## src/rtl/note_recorder.sv

```systemverilog
// Song-sheet recorder: stores {note, duration} entries while in record mode.
// Optional REC_LEAD_TRIM_EN drops leading silence via an ARMED state.
module note_recorder #(
  parameter int unsigned CLK_FREQ = 100_000_000,
  parameter int unsigned TICK_DIV = 8,
  parameter int unsigned DEPTH    = 64,
  parameter int unsigned DUR_W    = 8,
  localparam int unsigned AW      = $clog2(DEPTH)
) (
  input  logic               clk,
  input  logic               rst,
  input  logic [2:0]         mode,
  input  logic               rec_key,
  input  logic [4:0]         note_in,
  input  logic [AW-1:0]      rd_addr,
  output logic [5+DUR_W-1:0] rd_data,
  output logic [AW:0]        rec_len,
  output logic               recording,
  output logic               full
);

  localparam int unsigned TICK_CYC = CLK_FREQ / TICK_DIV;
  localparam int unsigned TW       = (TICK_CYC > 1) ? $clog2(TICK_CYC) : 1;
  localparam logic [TW-1:0]    TICK_LAST = TW'(TICK_CYC - 1);
  localparam logic [DUR_W-1:0] DUR_MAX   = '1;
  localparam logic [AW:0]      LEN_LAST  = (AW+1)'(DEPTH - 1);
  localparam logic [2:0]       MODE_REC  = 3'b100;

  localparam logic [1:0] S_IDLE   = 2'd0;
  localparam logic [1:0] S_ARMED  = 2'd1;
  localparam logic [1:0] S_RECORD = 2'd2;
  localparam logic [1:0] S_FULL   = 2'd3;

  logic [1:0]         state_q, state_d;
  logic [AW-1:0]      wr_ptr_q, wr_ptr_d;
  logic [AW:0]        rec_len_q, rec_len_d;
  logic [4:0]         cur_note_q, cur_note_d;
  logic [DUR_W-1:0]   dur_q, dur_d;
  logic [TW-1:0]      tick_q, tick_d;
  logic [5+DUR_W-1:0] rd_data_q;
  logic [5+DUR_W-1:0] wdata;
  logic               we;
  logic               rec_mode;
  logic               wrap;

  logic [5+DUR_W-1:0] mem [DEPTH];

  always_comb begin
    state_d    = state_q;
    wr_ptr_d   = wr_ptr_q;
    rec_len_d  = rec_len_q;
    cur_note_d = cur_note_q;
    dur_d      = dur_q;
    tick_d     = tick_q;
    we         = 1'b0;
    wdata      = {cur_note_q, dur_q};
    rec_mode   = (mode == MODE_REC);
    wrap       = (tick_q == TICK_LAST);

    case (state_q)
      S_IDLE: begin
        if (rec_key && rec_mode) begin
          wr_ptr_d   = '0;
          rec_len_d  = '0;
          cur_note_d = note_in;
          dur_d      = '0;
          tick_d     = '0;
`ifdef REC_LEAD_TRIM_EN
          state_d    = S_ARMED;
`else
          state_d    = S_RECORD;
`endif
        end
      end
      S_ARMED: begin
        if (rec_key || !rec_mode) begin
          state_d = S_IDLE;
        end else if (note_in != '0) begin
          state_d    = S_RECORD;
          cur_note_d = note_in;
          dur_d      = '0;
          tick_d     = '0;
        end
      end
      S_RECORD: begin
        tick_d = wrap ? '0 : tick_q + 1'b1;
        if (rec_key || !rec_mode) begin
          we      = (dur_q != '0);
          state_d = S_IDLE;
        end else if (note_in != cur_note_q) begin
          we         = (dur_q != '0);
          cur_note_d = note_in;
          dur_d      = '0;
          tick_d     = '0;
        end else if (wrap) begin
          // The wrap that brings dur to its maximum emits a full-length entry at once.
          if (dur_q == DUR_MAX - 1'b1) begin
            we    = 1'b1;
            wdata = {cur_note_q, DUR_MAX};
            dur_d = '0;
          end else begin
            dur_d = dur_q + 1'b1;
          end
        end
        if (we) begin
          wr_ptr_d  = wr_ptr_q + 1'b1;
          rec_len_d = rec_len_q + 1'b1;
          if (rec_len_q == LEN_LAST && state_d == S_RECORD) state_d = S_FULL;
        end
      end
      S_FULL: begin
        if (rec_key || !rec_mode) state_d = S_IDLE;
      end
      default: state_d = S_IDLE;
    endcase
  end

  always_ff @(posedge clk or posedge rst) begin
    if (rst) begin
      state_q    <= S_IDLE;
      wr_ptr_q   <= '0;
      rec_len_q  <= '0;
      cur_note_q <= '0;
      dur_q      <= '0;
      tick_q     <= '0;
      rd_data_q  <= '0;
    end else begin
      state_q    <= state_d;
      wr_ptr_q   <= wr_ptr_d;
      rec_len_q  <= rec_len_d;
      cur_note_q <= cur_note_d;
      dur_q      <= dur_d;
      tick_q     <= tick_d;
      rd_data_q  <= mem[rd_addr];
    end
  end

  always_ff @(posedge clk) begin
    if (we) mem[wr_ptr_q] <= wdata;
  end

  assign rd_data   = rd_data_q;
  assign rec_len   = rec_len_q;
  assign recording = (state_q == S_ARMED) || (state_q == S_RECORD);
  assign full      = (state_q == S_FULL);

endmodule

```

## config.mk

```make
export PLATFORM = sky130hd
export DESIGN_NAME = note_recorder
export DESIGN_NICKNAME = d
export VERILOG_FILES = /design/src/rtl/note_recorder.sv
export SDC_FILE = /design/constraint.sdc
export NUM_CORES = 1
export LEC_CHECK = 0
export ABC_CLOCK_PERIOD_IN_PS = 13500
export CORE_MARGIN = 3
export CORE_UTILIZATION = 25
export CTS_CLUSTER_DIAMETER = 100
export DETAILED_ROUTE_END_ITERATION = 8
export PLACE_DENSITY = 0.4
export SKIP_CTS_REPAIR_TIMING = 1
export SYNTH_ARGS = -nofsm -noshare
export SYNTH_HDL_FRONTEND = slang
export SYNTH_SLANG_ARGS = --single-unit
```

## constraint.sdc

```tcl
create_clock -name clk -period 13.5 [get_ports clk]
set_input_delay 3.375 -clock clk [delete_from_list [all_inputs] [get_ports clk]]
set_output_delay 3.375 -clock clk [all_outputs]
set_load 0.05 [all_outputs]
```

==> flow_summary.toml, run 1 <==
[floorplanning]
boundaryPins = 39
rows = 138
start_util_pct = 25.2
fp.coreArea_um2 = 142000
die-area_um2 = 147000
die_w_um = 384
die_y_um = 384

[logic_synthesis]
ys.warnings.count = 0
synth_ff_type = "edfxtp_1"
synth_cells = 1752
syn_avg_cell_area_um2 = 20.4
synth_nets = 1780
yosys-top-cells-area = "edfxtp_1 70%, mux4_2 14%, dfrtp_1 4.6%, mux2i_1 1.3%, nor2_1 0.95%"
synthArstFlopShare_pct = 7.25
ys_seq_elements = 897
yosysTopAreaCellShare_pct = 70.0
ys_seq_area_share_pct = 74.5
synth_area_um2 = 35700
ys_types = 79
synth_edf_count = 832
synth_top_area_cell = "edfxtp_1"

[clock_tree]
cts_buffer_depth = 3
h-tree-depth = 3
clk_pin_slew_ns = 0.05
root_buffer = "clkbuf_16"
clk_latency_ns = 0.69
cts_tree = "built"
clock-sinks = 897
cts_buffers = 102

[worst_hold_path]
hp-class = "reg2reg"
hold_start = "rec_len[5]"

[sta]
period_share_pct = 51.2
max_freq_ghz = 0.145
rsz0062_at_grt = "false"
finalClockSkew_ns = 0.0281
period_minus_slack_ns = 6.91
setup_viol = 0
finalSetupTns_ns = 0
whs_ns = 0.535
relSlewSlack_pct = 14.8
timing.final.max_slew_violations = 0
setup_slack_ns = 6.59
finalHoldViolations = 0
worstMarginPinSlew_ns = 1.27

[detailed_routing]
antenna_left = 0
drt-wirelength-per-cell_um = 26.1
vias = 17500
drt-pass1-iter-count = 5
drc = 0
wl_mm = 100
drt-initial-drc-count = 1516
via_per_inst = 4.54

[place]
detailed_place_hpwl_mm = 59.7
portBuffers = 38
place_worst_setup_slack_ns = 5.74
place_congestion = 0.763
place_inst = 3652

[setup_path]
arrival_ns = 7.19
cp-start-kind = "primary input"
critPathLaunch = "mode[1]"
worstSetupPathType = "in2reg"
r2r_start = "dur_q[5]"
end_kind = "flop"
cp.required_ns = 13.78
worstPathMaxFanout = 13

[global_route]
grt_usage_pct = 13.6
grt_max_degree = 90
grt_pass1_wl_mm = 143
grt_pass1_vias = 18100
antenna_found_initial = 7
overflow = 0

[cells_and_area]
multi_input_area_um2 = 8460
layout-drive-gt1-share_pct = 25.7
fillers = 13700
final_common_cell = "edfxtp_1"
instances_no_fill = 3845
area_growth_syn_to_layout_pct = 16.6
nNetsFinal = 1896
seq_area_um2 = 26600
final_cell_mix = "832 x edfxtp_1, 227 x mux4_2, 103 x clkbuf_16"

[power_and_ir_drop]
max-vdd-ir-drop_mv = 0.123
power.leakage_uw = 0.0136
power.density_nw_per_um2 = 155

[flow_run]
drv_cap = 0

[status]
status = "finished clean"
final timing paths:
check | end | slack, ns | depth (start not counted)
min in group asynchronous | tick_q[9] | 3.27 | 3
min reg2reg | rec_len[5] | 0.54 | 1
max | mem[59][7] | 6.59 | 7
max reg2reg | mem[59][7] | 8.68 | 6
max in group asynchronous | dur_q[6] | 9.46 | 3
min | rec_len[5] | 0.54 | 1
where the power goes:
part           switching, uW  internal (uW)
Combinational            465            137
Sequential              23.7           3190
Clock                   1130           1510
synth_stat cells, types with 6 or more instances:
master and number:
ha_1 11, nand2b_1 6, and3_1 6, o22ai_1 14, nor2b_1 14, o21ai_0 21, clkbuf_1 30, buf_6 10
inv_1 18, nand2_1 76, a22oi_1 12, mux2i_1 48, a21oi_1 17, nor2_1 90, dfrtp_1 65, mux4_2 227
buf_2 28, edfxtp_1 832, buf_4 20, nor2_2 8, o211ai_1 8, a211oi_1 9, xor2_1 20, nand3_1 29
mux2_2 6, o31ai_1 9, nand4_1 10
metal layers:
layer  track usage (%)  vias up  share of wire [%]
li1                  -     7463                  -
met1              19.8     9411                 46
met2              21.3      468                 47
met3              2.57      118                5.5
met4              2.86        2                1.8
met5                 0        -              0.013
sequential cells by signal, indices dropped and copies added, names as in the netlist:
name / cells
tick_q: 24
cur_note_q: 5
state_q: 2
rec_len: 7
mem: 832
rd_data: 13
dur_q: 8
wr_ptr_q: 6
cell families (layout without fill, tap and decap cells):
kind of cell             after synthesis  in the layout  synth area share (%)
AO/OA/AOI/OAI                        128            128                  2.54
flip-flops                           897            897                  74.5
buffers and inverters                118            317                  1.88
XOR/XNOR                              23             23                 0.564
AND/OR/NAND/NOR                      294            294                  4.27
multiplexers                         281            281                  15.8
adder cells (fa/ha/maj)               11             11                 0.385
other                                  0              4                     0
cell type report:
cell class                      instances  area share [%]
Antenna cell                            4          0.0240
Clock buffer                          122            6.36
Multi-Input combinational cell        737            20.3
Tap cell                             1890            5.68
Inverter                               19           0.174
Timing Repair Buffer                  111            2.27
Sequential cell                       897            63.9
Clock inverter                         65            1.26
critical path: stages:
cell,delay [ns]
clkdlybuf4s50_1,0.45
nor4b_2,0.50
and3_1,0.31
a21bo_2,0.19
o211a_1,0.80
nand4_1,0.44
nor2_1,1.11
stage by stage:
| stage | utilization, % | area (um^2) | total power [uW] |
|---|---|---|---|
| 2_1_floorplan | - | 35700 | 3600 |
| 3_3_place_gp | 27.1 | 38400 | 3880 |
| 3_5_place_dp | 27.1 | 38400 | 3890 |
| 4_1_cts | 29.4 | 41600 | 6560 |
| 5_1_grt | 29.4 | 41600 | 6710 |
| 6_report | 29.4 | 41700 | 6450 |
(Power assumes the default switching activity.)
==> inputs of run 2 (changes only) <==
--- a/config.mk
+++ b/config.mk
@@ -5,7 +5,7 @@
 export SDC_FILE = /design/constraint.sdc
 export NUM_CORES = 1
 export LEC_CHECK = 0
-export ABC_CLOCK_PERIOD_IN_PS = 13500
+export ABC_CLOCK_PERIOD_IN_PS = 7200
 export CORE_MARGIN = 3
 export CORE_UTILIZATION = 25
 export CTS_CLUSTER_DIAMETER = 100
==> constraint.sdc (replaced) <==
create_clock -name clk -period 7.2 [get_ports clk]
set_input_delay 1.8 -clock clk [delete_from_list [all_inputs] [get_ports clk]]
set_output_delay 1.8 -clock clk [all_outputs]
set_load 0.05 [all_outputs]
==> flow_summary.toml, run 2 (same netlist as run 1, synthesis figures left out) <==
[detailed_routing]
dr_wl_met3_mm = 5.43
drt-pass1-iter-count = 5
met2_length_mm = 46.8
dr.max_layer_used = "met4"
drt-wirelength-per-cell_um = 25.7
met1_length_mm = 44.9
antenna_left = 0
vias = 17600
via_per_inst = 4.57
wl_mm = 99.0
drt-initial-drc-count = 1485
drc = 0

[setup_path]
r2r_slack_ns = 2.75
worstPathMaxFanout = 13
r2r_start = "cur_note_q[3]"
cp.required_ns = 7.51
worstSetupPathType = "in2reg"
critPathLaunch = "note_in[2]"
regToRegEndpoint = "mem[40][5]"
r2r_cells = 6
cp-start-kind = "primary input"
end_kind = "flop"
arrival_ns = 5.41

[cells_and_area]
seq_area_um2 = 26600
area_growth_syn_to_layout_pct = 17.1
top_register = "mem"
fillers = 13700
layout-drive-gt1-share_pct = 26.4
final_common_cell = "edfxtp_1"
instances_no_fill = 3845
nNetsFinal = 1910
multi_input_area_um2 = 8450
largest_reg_flops = 832
final_cell_mix = "832 x edfxtp_1, 227 x mux4_2, 102 x clkbuf_16"

[global_route]
grt_pass1_wl_mm = 142
grt_usage_pct = 13.5
grt_max_degree = 70
grt_pass1_vias = 18400
overflow = 0
antenna_found_initial = 6

[sta]
max_freq_ghz = 0.196
worstMarginPinSlew_ns = 1.16
finalClockSkew_ns = 0.0321
finalHoldViolations = 0
relSlewSlack_pct = 22.5
setup_viol = 0
rsz0062_at_grt = "false"
period_minus_slack_ns = 5.10
timing.final.max_slew_violations = 0
period_share_pct = 70.8
finalSetupTns_ns = 0

[clock_tree]
clk_pin_slew_ns = 0.06
root_buffer = "clkbuf_16"
clock-sinks = 897
h-tree-depth = 3
cts_buffer_depth = 3
clk_latency_ns = 0.70
cts_tree = "built"
cts_buffers = 101

[power_and_ir_drop]
switching_share_pct = 24.7
p_sw_uw = 3010
power.density_nw_per_um2 = 292
max-vdd-ir-drop_mv = 0.236
pwr-share-clk_pct = 41.2
power.leakage_uw = 0.0136
pwr-share-comb_pct = 8.8
seq_power_share_pct = 50.0
total_power_uw = 12200
internal_power_uw = 9180

[status]
status = "finished clean"

[floorplanning]
die_y_um = 384
boundaryPins = 39
start_util_pct = 25.2
rows = 138
fp.coreArea_um2 = 142000
die-area_um2 = 147000
die_w_um = 384

[place]
portBuffers = 38
place_inst = 3669
detailed_place_hpwl_mm = 61.3
place_congestion = 0.762

[worst_hold_path]
hp-class = "reg2reg"
holdPathStages = 1
hold_end = "rec_len[5]"
hold_start = "rec_len[5]"

[flow_run]
drv_cap = 0
run 2: layout make-up:
cell class | count | area share [%]
Multi-Input combinational cell | 737 | 20.2
Antenna cell | 1 | 0.00598
Inverter | 19 | 0.174
Sequential cell | 897 | 63.7
Tap cell | 1890 | 5.65
Clock inverter | 57 | 1.44
Clock buffer | 118 | 6.25
Timing Repair Buffer | 126 | 2.58
run 2: worst max-delay path by stage:
stage                 endpoint  slack, ns
global route         mem[2][7]       1.91
global placement    mem[40][3]       1.46
floorplan            mem[0][0]       1.33
finish              mem[40][5]       2.10
detailed placement   mem[2][0]       1.41
CTS                  mem[2][7]       2.15
run 2: worst max-delay path: stages:
cell	delay, ns
clkdlybuf4s50_1	0.45
xor2_1	0.16
nor3_1	0.60
a21bo_2	0.28
o211a_1	0.78
nand4b_2	0.33
nor2_1	0.97
run 2: metal layers:
| metal | GRT usage (%) | vias up |
|---|---|---|
| met3 | 2.84 | 118 |
| met4 | 3.06 | 0 |
| li1 | - | 7477 |
| met2 | 21.5 | 472 |
| met1 | 18.9 | 9517 |
| met5 | 0 | - |
run 2: stage by stage:
| stage | hold WS, ns | worst slack (ns) | util, % | cell area, um^2 |
|---|---|---|---|---|
| final | 0.538 | 2.10 | 29.5 | 41800 |
| after global routing | 0.590 | 1.91 | 29.5 | 41800 |
| after CTS | 0.537 | 2.15 | 29.5 | 41800 |
| after detailed placement | 0.523 | 1.41 | 27.2 | 38600 |
| after global placement | 0.513 | 1.46 | 27.2 | 38600 |
| after floorplan | 0.480 | 1.33 | - | 35700 |
run 2: power groups by stage:
stage	Sequential [uW]	Clock, uW	Combinational, uW
after floorplan	6270	0	488
after global placement	6210	0	1090
after detailed placement	6220	0	1100
after CTS	6110	5180	1100
after global routing	6120	5400	1160
final	6100	5030	1070
==> inputs of run 3 (changes only) <==
--- a/config.mk
+++ b/config.mk
@@ -5,7 +5,7 @@
 export SDC_FILE = /design/constraint.sdc
 export NUM_CORES = 1
 export LEC_CHECK = 0
-export ABC_CLOCK_PERIOD_IN_PS = 7200
+export ABC_CLOCK_PERIOD_IN_PS = 5100
 export CORE_MARGIN = 3
 export CORE_UTILIZATION = 25
 export CTS_CLUSTER_DIAMETER = 100
==> constraint.sdc (replaced) <==
create_clock -name clk -period 5.1 [get_ports clk]
set_input_delay 1.275 -clock clk [delete_from_list [all_inputs] [get_ports clk]]
set_output_delay 1.275 -clock clk [all_outputs]
set_load 0.05 [all_outputs]
==> flow_summary.toml, run 3 (same netlist as run 1, synthesis figures left out) <==
[status]
status = "finished clean"

[floorplanning]
rows = 138
boundaryPins = 39
die_w_um = 384
fp.coreArea_um2 = 142000
die_y_um = 384
start_util_pct = 25.2
die-area_um2 = 147000

[sta]
whs_ns = 0.522
finalHoldViolations = 0
max_freq_ghz = 0.256
relSlewSlack_pct = 28.2
finalSetupTns_ns = 0
period_minus_slack_ns = 3.91
finalClockSkew_ns = 0.0478
timing.final.max_slew_violations = 0
worstMarginPinSlew_ns = 1.07
setup_viol = 0
period_share_pct = 76.7
rsz0062_at_grt = "false"

[cells_and_area]
nNetsFinal = 1943
final_common_cell = "edfxtp_1"
layout-drive-gt1-share_pct = 28.0
top_register = "mem"
final_cell_mix = "832 x edfxtp_1, 227 x mux4_2, 119 x buf_4"
seq_area_um2 = 26600
largest_reg_flops = 832
fillers = 13800
multi_input_area_um2 = 8450
fin_area_um2 = 42100
instances_no_fill = 3886
area_growth_syn_to_layout_pct = 17.8

[clock_tree]
clk_latency_ns = 0.69
clock-sinks = 897
root_buffer = "clkbuf_16"
cts_buffer_depth = 3
cts_tree = "built"
cts_buffers = 97
clk_pin_slew_ns = 0.06
h-tree-depth = 3

[detailed_routing]
wl_mm = 100
drc = 0
vias = 17700
antenna_left = 0
drt-pass1-iter-count = 5
drt-wirelength-per-cell_um = 25.8
drt-initial-drc-count = 1612
via_per_inst = 4.54

[place]
portBuffers = 38
place_inst = 3706
placed_cell_area_um2 = 38900
place_congestion = 0.766
detailed_place_hpwl_mm = 62.9

[global_route]
grt_max_degree = 69
grt_pass1_vias = 18500
antenna_found_initial = 7
grt_usage_pct = 13.6
grt_pass1_wl_mm = 143
overflow = 0

[setup_path]
worstPathMaxFanout = 13
arrival_ns = 4.21
r2r_start = "cur_note_q[3]"
cp-start-kind = "primary input"
worstSetupPathType = "in2reg"
critPathLaunch = "note_in[2]"
cp.required_ns = 5.40
end_kind = "flop"

[power_and_ir_drop]
power.leakage_uw = 0.0137
power.density_nw_per_um2 = 405
total_power_uw = 17100
max-vdd-ir-drop_mv = 0.535

[flow_run]
drv_cap = 0

[worst_hold_path]
hp-class = "reg2reg"
hold_start = "rec_len[6]"
==> run 3: where the power goes <==
group,switching (uW),leakage [uW],internal (uW),total (uW)
registers,164,0.00869,8430,8600
clock network,2990,0.00151,3930,6920
logic,1160,0.00354,380,1540
total,4320,0.0137,12700,17100
==> run 3: final timing paths <==
path | end | slack (ns) | cells after the start
setup / recovery | mem[23][0] | 1.19 | 7
hold / removal | rec_len[6] | 0.52 | 1
setup reg to reg | mem[23][0] | 1.31 | 6
hold reg to reg | rec_len[6] | 0.52 | 1
max in group asynchronous | rd_data[12] | 3.13 | 3
min in group asynchronous | tick_q[9] | 1.08 | 2
==> run 3: critical path, stage by stage <==
cell	delay, ns
clkdlybuf4s50_1	0.46
xor2_1	0.16
nor3_1	0.57
a21bo_2	0.28
o211ai_4	0.13
or4b_4	0.68
nor2_2	0.64
==> run 3: layout make-up <==
class,count,area share (%)
Tap cell,1890,5.62
Antenna cell,3,0.0178
Multi-Input combinational cell,737,20.1
Sequential cell,897,63.3
Clock inverter,67,1.46
Inverter,19,0.172
Timing Repair Buffer,163,3.37
Clock buffer,110,5.99
==> run 3: stage by stage <==
| stage | util, % | setup WS (ns) |
|---|---|---|
| floorplan | - | -0.245 |
| global placement | 27.5 | 0.574 |
| detailed placement | 27.5 | 0.501 |
| CTS | 29.7 | 1.22 |
| global route | 29.7 | 0.988 |
| finish | 29.7 | 1.19 |
==> run 3: per-layer routing <==
| metal | track usage (%) | share of wire (%) |
|---|---|---|
| met1 | 18.4 | 44 |
| met2 | 21.8 | 47 |
| met3 | 3.06 | 5.4 |
| met4 | 3.86 | 2.8 |
| met5 | 0 | 0.0080 |
